`config.mk`:
```
export PLATFORM = sky130hd
export DESIGN_NAME = lc3_control_fsm
export DESIGN_NICKNAME = d
export VERILOG_FILES = /design/src/rtl/lc3_pkg.sv /design/src/rtl/lc3_decode.sv /design/src/rtl/lc3_control_fsm.sv
export SDC_FILE = /design/constraint.sdc
export NUM_CORES = 1
export LEC_CHECK = 0
export CORE_MARGIN = 2
export CORE_UTILIZATION = 38
export CTS_CLUSTER_SIZE = 20
export DETAILED_ROUTE_END_ITERATION = 16
export GPL_ROUTABILITY_DRIVEN = 1
export PLACE_DENSITY = 0.8
export SYNTH_ARGS = -nofsm -noshare
export SYNTH_HDL_FRONTEND = slang
export SYNTH_SLANG_ARGS = --single-unit
```
`constraint.sdc`:
```
create_clock -name clk -period 1.94 [get_ports clk]
set_input_delay 0.388 -clock clk [delete_from_list [all_inputs] [get_ports clk]]
set_output_delay 0.388 -clock clk [all_outputs]
set_load 0.1 [all_outputs]
```
`src/rtl/lc3_pkg.sv`:
```
// LC-3 controller shared definitions: opcodes, state encoding, datapath mux encodings.
package lc3_pkg;

    localparam logic [3:0] OP_BR   = 4'h0;
    localparam logic [3:0] OP_ADD  = 4'h1;
    localparam logic [3:0] OP_LD   = 4'h2;
    localparam logic [3:0] OP_ST   = 4'h3;
    localparam logic [3:0] OP_JSR  = 4'h4;
    localparam logic [3:0] OP_AND  = 4'h5;
    localparam logic [3:0] OP_LDR  = 4'h6;
    localparam logic [3:0] OP_STR  = 4'h7;
    localparam logic [3:0] OP_RTI  = 4'h8;
    localparam logic [3:0] OP_NOT  = 4'h9;
    localparam logic [3:0] OP_LDI  = 4'hA;
    localparam logic [3:0] OP_STI  = 4'hB;
    localparam logic [3:0] OP_JMP  = 4'hC;
    localparam logic [3:0] OP_RES  = 4'hD;
    localparam logic [3:0] OP_LEA  = 4'hE;
    localparam logic [3:0] OP_TRAP = 4'hF;

    typedef enum logic [2:0] {
        ST_FETCH,
        ST_DECODE,
        ST_EXEC,
        ST_IND,
        ST_MEM,
        ST_HALT
    } state_t;

    typedef enum logic [3:0] {
        CLS_ALU,
        CLS_LEA,
        CLS_BR,
        CLS_JMP,
        CLS_JSR,
        CLS_LOAD,
        CLS_STORE,
        CLS_TRAP,
        CLS_ILL
    } op_class_t;

    localparam logic [1:0] MA_PC   = 2'd0;
    localparam logic [1:0] MA_EA   = 2'd1;
    localparam logic [1:0] MA_MDR  = 2'd2;
    localparam logic [1:0] MA_TRAP = 2'd3;

    localparam logic [1:0] PC_INC  = 2'd0;
    localparam logic [1:0] PC_OFF  = 2'd1;
    localparam logic [1:0] PC_BASE = 2'd2;
    localparam logic [1:0] PC_MEM  = 2'd3;

    localparam logic [1:0] WB_ALU  = 2'd0;
    localparam logic [1:0] WB_MEM  = 2'd1;
    localparam logic [1:0] WB_EA   = 2'd2;

    localparam logic [1:0] ALU_ADD  = 2'd0;
    localparam logic [1:0] ALU_AND  = 2'd1;
    localparam logic [1:0] ALU_NOT  = 2'd2;
    localparam logic [1:0] ALU_PASS = 2'd3;

    localparam logic [7:0] HALT_VEC = 8'h25;

    typedef struct packed {
        op_class_t  cls;
        logic [2:0] sr1;
        logic [2:0] sr2;
        logic [2:0] dr;
        logic [1:0] alu_op;
        logic       ind;
        logic       store;
    } dec_t;

    function automatic logic is_halt_trap(input logic [15:0] instr);
        return instr[7:0] == HALT_VEC;
    endfunction

endpackage

```
`src/rtl/lc3_decode.sv`:
```
// Instruction field decoder: opcode class, register addresses, ALU op, indirect/store flags.
// Latency: combinational.
// Backpressure: none; pure function of ir.
module lc3_decode
    import lc3_pkg::*;
(
    input  logic [15:0] ir,
    output dec_t        dec
);

    always_comb begin
        dec.cls    = CLS_ILL;
        dec.sr1    = ir[8:6];
        dec.sr2    = ir[2:0];
        dec.dr     = ir[11:9];
        dec.alu_op = ALU_PASS;
        dec.ind    = 1'b0;
        dec.store  = 1'b0;
        case (ir[15:12])
            OP_ADD: begin
                dec.cls    = CLS_ALU;
                dec.alu_op = ALU_ADD;
            end
            OP_AND: begin
                dec.cls    = CLS_ALU;
                dec.alu_op = ALU_AND;
            end
            OP_NOT: begin
                dec.cls    = CLS_ALU;
                dec.alu_op = ALU_NOT;
            end
            OP_LEA: dec.cls = CLS_LEA;
            OP_BR:  dec.cls = CLS_BR;
            OP_JMP: dec.cls = CLS_JMP;
            OP_JSR: begin
                dec.cls = CLS_JSR;
                dec.dr  = 3'd7;
            end
            OP_LD, OP_LDR: dec.cls = CLS_LOAD;
            OP_LDI: begin
                dec.cls = CLS_LOAD;
                dec.ind = 1'b1;
            end
            // Stores read the source data register through the second port.
            OP_ST, OP_STR: begin
                dec.cls   = CLS_STORE;
                dec.store = 1'b1;
                dec.sr2   = ir[11:9];
            end
            OP_STI: begin
                dec.cls   = CLS_STORE;
                dec.store = 1'b1;
                dec.ind   = 1'b1;
                dec.sr2   = ir[11:9];
            end
            OP_TRAP: begin
                dec.cls = CLS_TRAP;
                dec.dr  = 3'd7;
            end
            default: dec.cls = CLS_ILL;
        endcase
    end

endmodule

```
`src/rtl/lc3_control_fsm.sv`:
```
// Multi-cycle LC-3 sequencer (FETCH/DECODE/EXEC/IND/MEM/HALT); LC3_CTRL_TRAP_EN enables TRAP vectoring.
// Latency: 3 cycles ALU/LEA/BR/JMP/JSR, 4 LD/ST/LDR/STR, 5 LDI/STI, +1 per memory wait cycle.
// Backpressure: mem_req/mem_we/mem_addr_sel held until mem_ready; mem_ready without mem_req ignored.
module lc3_control_fsm
    import lc3_pkg::*;
#(
    parameter logic [15:0] RESET_PC = 16'h3000
)(
    input  logic        clk,
    input  logic        rst,
    input  logic [15:0] mem_rdata,
    input  logic        mem_ready,
    input  logic        br_taken,
    output logic        mem_req,
    output logic        mem_we,
    output logic [1:0]  mem_addr_sel,
    output logic        pc_load,
    output logic [1:0]  pc_sel,
    output logic [15:0] pc_init,
    output logic [15:0] ir,
    output logic [2:0]  sr1,
    output logic [2:0]  sr2,
    output logic [2:0]  dr,
    output logic        reg_write,
    output logic [1:0]  wb_sel,
    output logic [1:0]  alu_op,
    output logic        halted,
    output logic        illegal
);

    state_t      state_q, state_d;
    logic [15:0] ir_q;
    logic        run_q;
    logic        halted_q;
    logic        illegal_q;
    logic        ir_load;
    logic        set_illegal;
    logic        ack;
    dec_t        dec;

    lc3_decode u_decode (
        .ir  (ir_q),
        .dec (dec)
    );

    assign pc_init = RESET_PC;
    assign ir      = ir_q;
    assign sr1     = dec.sr1;
    assign sr2     = dec.sr2;
    assign dr      = dec.dr;
    assign halted  = halted_q;
    assign illegal = illegal_q;

    // run_q is cleared by reset, so requests vanish the instant rst rises
    // and only reappear after the first clock edge out of reset.
    assign ack = run_q && mem_ready;

    always_comb begin
        state_d      = state_q;
        mem_req      = 1'b0;
        mem_we       = 1'b0;
        mem_addr_sel = MA_PC;
        pc_load      = 1'b0;
        pc_sel       = PC_INC;
        reg_write    = 1'b0;
        wb_sel       = WB_ALU;
        alu_op       = ALU_ADD;
        ir_load      = 1'b0;
        set_illegal  = 1'b0;
        case (state_q)
            ST_FETCH: begin
                mem_req = run_q;
                if (ack) begin
                    ir_load = 1'b1;
                    pc_load = 1'b1;
                    state_d = ST_DECODE;
                end
            end
            ST_DECODE: state_d = ST_EXEC;
            ST_EXEC: begin
                state_d = ST_FETCH;
                case (dec.cls)
                    CLS_ALU: begin
                        reg_write = 1'b1;
                        alu_op    = dec.alu_op;
                    end
                    CLS_LEA: begin
                        reg_write = 1'b1;
                        wb_sel    = WB_EA;
                    end
                    CLS_BR: begin
                        pc_sel  = PC_OFF;
                        pc_load = br_taken;
                    end
                    CLS_JMP: begin
                        pc_sel  = PC_BASE;
                        pc_load = 1'b1;
                    end
                    // Link write lands on the negedge, before the PC update at the next posedge.
                    CLS_JSR: begin
                        reg_write = 1'b1;
                        alu_op    = ALU_PASS;
                        pc_load   = 1'b1;
                        pc_sel    = ir_q[11] ? PC_OFF : PC_BASE;
                    end
                    CLS_LOAD, CLS_STORE: state_d = dec.ind ? ST_IND : ST_MEM;
                    CLS_TRAP: begin
`ifdef LC3_CTRL_TRAP_EN
                        if (is_halt_trap(ir_q)) begin
                            state_d = ST_HALT;
                        end else begin
                            reg_write = 1'b1;
                            alu_op    = ALU_PASS;
                            state_d   = ST_MEM;
                        end
`else
                        state_d = ST_HALT;
`endif
                    end
                    default: begin
                        set_illegal = 1'b1;
                        state_d     = ST_HALT;
                    end
                endcase
            end
            ST_IND: begin
                mem_req      = run_q;
                mem_addr_sel = MA_EA;
                if (ack) state_d = ST_MEM;
            end
            ST_MEM: begin
                mem_req = run_q;
                if (dec.cls == CLS_TRAP) begin
                    mem_addr_sel = MA_TRAP;
                    pc_sel       = PC_MEM;
                    if (ack) begin
                        pc_load = 1'b1;
                        state_d = ST_FETCH;
                    end
                end else begin
                    mem_addr_sel = dec.ind ? MA_MDR : MA_EA;
                    mem_we       = dec.store;
                    if (!dec.store) wb_sel = WB_MEM;
                    if (ack) begin
                        reg_write = !dec.store;
                        state_d   = ST_FETCH;
                    end
                end
            end
            ST_HALT: state_d = ST_HALT;
            default: state_d = ST_FETCH;
        endcase
    end

    always_ff @(posedge clk or posedge rst) begin
        if (rst) begin
            state_q   <= ST_FETCH;
            ir_q      <= 16'h0000;
            run_q     <= 1'b0;
            halted_q  <= 1'b0;
            illegal_q <= 1'b0;
        end else begin
            state_q <= state_d;
            run_q   <= 1'b1;
            if (ir_load)              ir_q      <= mem_rdata;
            if (set_illegal)          illegal_q <= 1'b1;
            if (state_d == ST_HALT)   halted_q  <= 1'b1;
        end
    end

endmodule

```
==> run metrics <==
flop and latch count out of synthesis=22; area of the mapped netlist=1320 µm²; CTS H-tree lvls=1; Final setup viols=16; CTS tree=built; Via density=4.97; chip width=63.0 µm; initial antenna violation count=0; Clock Tree Buf Depth=2; post-synthesis cell type count=33; crit path launch=ir[12]; violated checks=negative setup slack; Reg clk slew, reported paths=0.13 ns; nets=roughly 240; root buf cell=clkbuf_4; first-pass GRT wire length=6.54 mm; crit path cell chain=nand2b_1, a21boi_1, o22ai_2, a32o_4, buf_12; WL/cell=16.3 µm; Initial Util=39.6%; Critical Path RT=1.55 ns; All-Layer GR Usage=20.9%; fraction of layout cells with a size suffix above 1=60.6%; CP Max Fanout=7; die area=3970 µm²; outcome=finished, violations left; vias in the first global route=1321; largest net degree at the start of global routing=23; Avg Cell Area, Syn=9.72 µm²; Row Count=21; critical path arrival=between 1.5 and 2 ns; reg-to-reg startpoint=ir[14]; Worst R2R Path Depth=5; commonest non-fill, non-tap cell in the layout=buf_4; DR pass1 iterations=4; crit-path max cell delay=about 0.55 ns; die extent in y=63.0 µm; Inserted Clock Buffers=3; slowest CP cell=dfrtp_4; startpoint types=flip-flop; Hold WC Path Type=in -> async; drt initial violations=52; post-synthesis sequential area ratio=41.6%; Clock Skew=0.00734 ns; number of diodes=0; routability cong.=0.785; f_max=0.448 GHz; crit share post-route=115%; Final Hold Vio Count=0; max cap viols=0; Detail Route Antenna Nets=0; io pins=75; clock sink total=22; hold buffer count at CTS=0; fin util=79.1%; DRC Markers=0; final wirelength=about 4.3 mm; Syn-to-layout area delta=99.6%; Final WS setup=-0.290 ns; CP endpoint kind=output pin; fin crit period=about 2.2 ns; Core ar.=3340 µm²; Overflow after GRT=0; vias=around 1300; RSZ-0062 raised after global routing=yes; Final Max Tran Viols=0; Worst Setup Path Type=reg -> out; Port-buffer cells=58; total number of yosys warnings=0; Post-Syn Instances=136; commonest cells after routing, fill and taps aside=buf_4 (33), buf_12 (23), clkdlybuf4s50_1 (19), conb_1 (17), dfrtp_1 (17); Clk Latency, worst-skew pair=~0.31 ns; Detail Placement HPWL=around 2.8 mm
[area by class of cell]
class | count | area, µm²
repair buffers | 89 | 1080
multi-input cells | 100 | 902
fillers | 186 | 697
flip-flops and latches | 22 | 567
well taps | 46 | 57.6
clock buffers | 4 | 26.3
inverters | 3 | 11.3
[through the flow]
stage | instances | setup slack [ns] | TNS, ns | area [µm²] | hold WS [ns]
3_5_place_dp | 246 | -0.136 | -0.473 | 2340 | 0.462
6_report | 264 | -0.290 | -2.34 | 2640 | 0.398
4_1_cts | 259 | -0.289 | -2.38 | 2540 | 0.405
2_1_floorplan | 151 | -0.537 | -2.42 | 1620 | 0.377
5_1_grt | 264 | -0.414 | -3.43 | 2640 | 0.420
3_3_place_gp | 246 | -0.129 | -0.220 | 2340 | 0.457
[critical path, delay by kind of cell (launching register included)]
family,cells,cell delay [ns]
flops,1,0.55
compound gates,3,0.66
simple gates,1,0.15
buf+inv,1,0.17
[state kept, by name (all words and copies together) (netlist names)]
name	cells
halted	1
illegal	1
run_q	1
ir	16
state_q	3
[routing by layer]
| layer | vias up | part of all wire, % | global-route usage [%] |
|---|---|---|---|
| li1 | 599 | - | - |
| met1 | 620 | 37 | 23.1 |
| met2 | 84 | 51 | 36.6 |
| met3 | 8 | 10 | 7.39 |
| met4 | 0 | 2.3 | 8.06 |
| met5 | - | 0 | 0 |
[repair_timing]
action,CTS,global route
setup buffers,8,5
gates resized for setup,22,19
pin swaps,10,12
endpoints found under the setup margin,18,18
cloned,1,0
[path summary, 6_finish.rpt]
path / slack [ns] / to
max in group asynchronous: 1.29 / ir[14]
max reg2reg: 0.14 / halted
min reg2reg: 0.48 / illegal
min in group clk: 0.48 / illegal
max: -0.29 / reg_write
min: 0.40 / ir[13]
[synthesized netlist by cell type]
cell type | instances | area, µm²
inv_1 | 3 | 11.3
nand2b_1 | 5 | 31.3
a21boi_0 | 1 | 7.51
nand2_2 | 1 | 6.26
buf_2 | 2 | 10.0
o21ai_0 | 7 | 35.0
nand4_1 | 1 | 6.26
o22ai_1 | 3 | 18.8
buf_6 | 1 | 11.3
or2_2 | 1 | 6.26
or3b_4 | 1 | 11.3
nand4b_1 | 1 | 8.76
and3_1 | 2 | 12.5
mux2i_1 | 1 | 10.0
a41o_1 | 1 | 10.0
or4_1 | 1 | 7.51
a32o_1 | 2 | 20.0
or3_1 | 1 | 6.26
nor3_1 | 3 | 15.0
nand3_1 | 2 | 10.0
nor2_1 | 8 | 30.0
nor2b_1 | 2 | 12.5
nor3b_1 | 1 | 7.51
a21oi_1 | 5 | 25.0
dfrtp_1 | 22 | 551
clkbuf_1 | 3 | 11.3
mux2_2 | 18 | 203
conb_1 | 2 | 7.51
and2_1 | 2 | 12.5
nand3b_1 | 1 | 7.51
buf_4 | 20 | 150
o311ai_1 | 1 | 8.76
nand2_1 | 11 | 41.3
[cells by family (layout without fill, tap and decap cells)]
group	after synthesis	count (layout)	synth area share, %
AND/OR/NAND/NOR	44	44	17.6
flip-flops	22	22	41.6
multiplexers	19	19	16.1
buffers and inverters	29	96	14.7
other	2	17	0.568
AO/OA/AOI/OAI	20	20	9.46
Power is not shown: default switching activity piles up to over one toggle a cycle in this logic, so the estimate is an artifact.
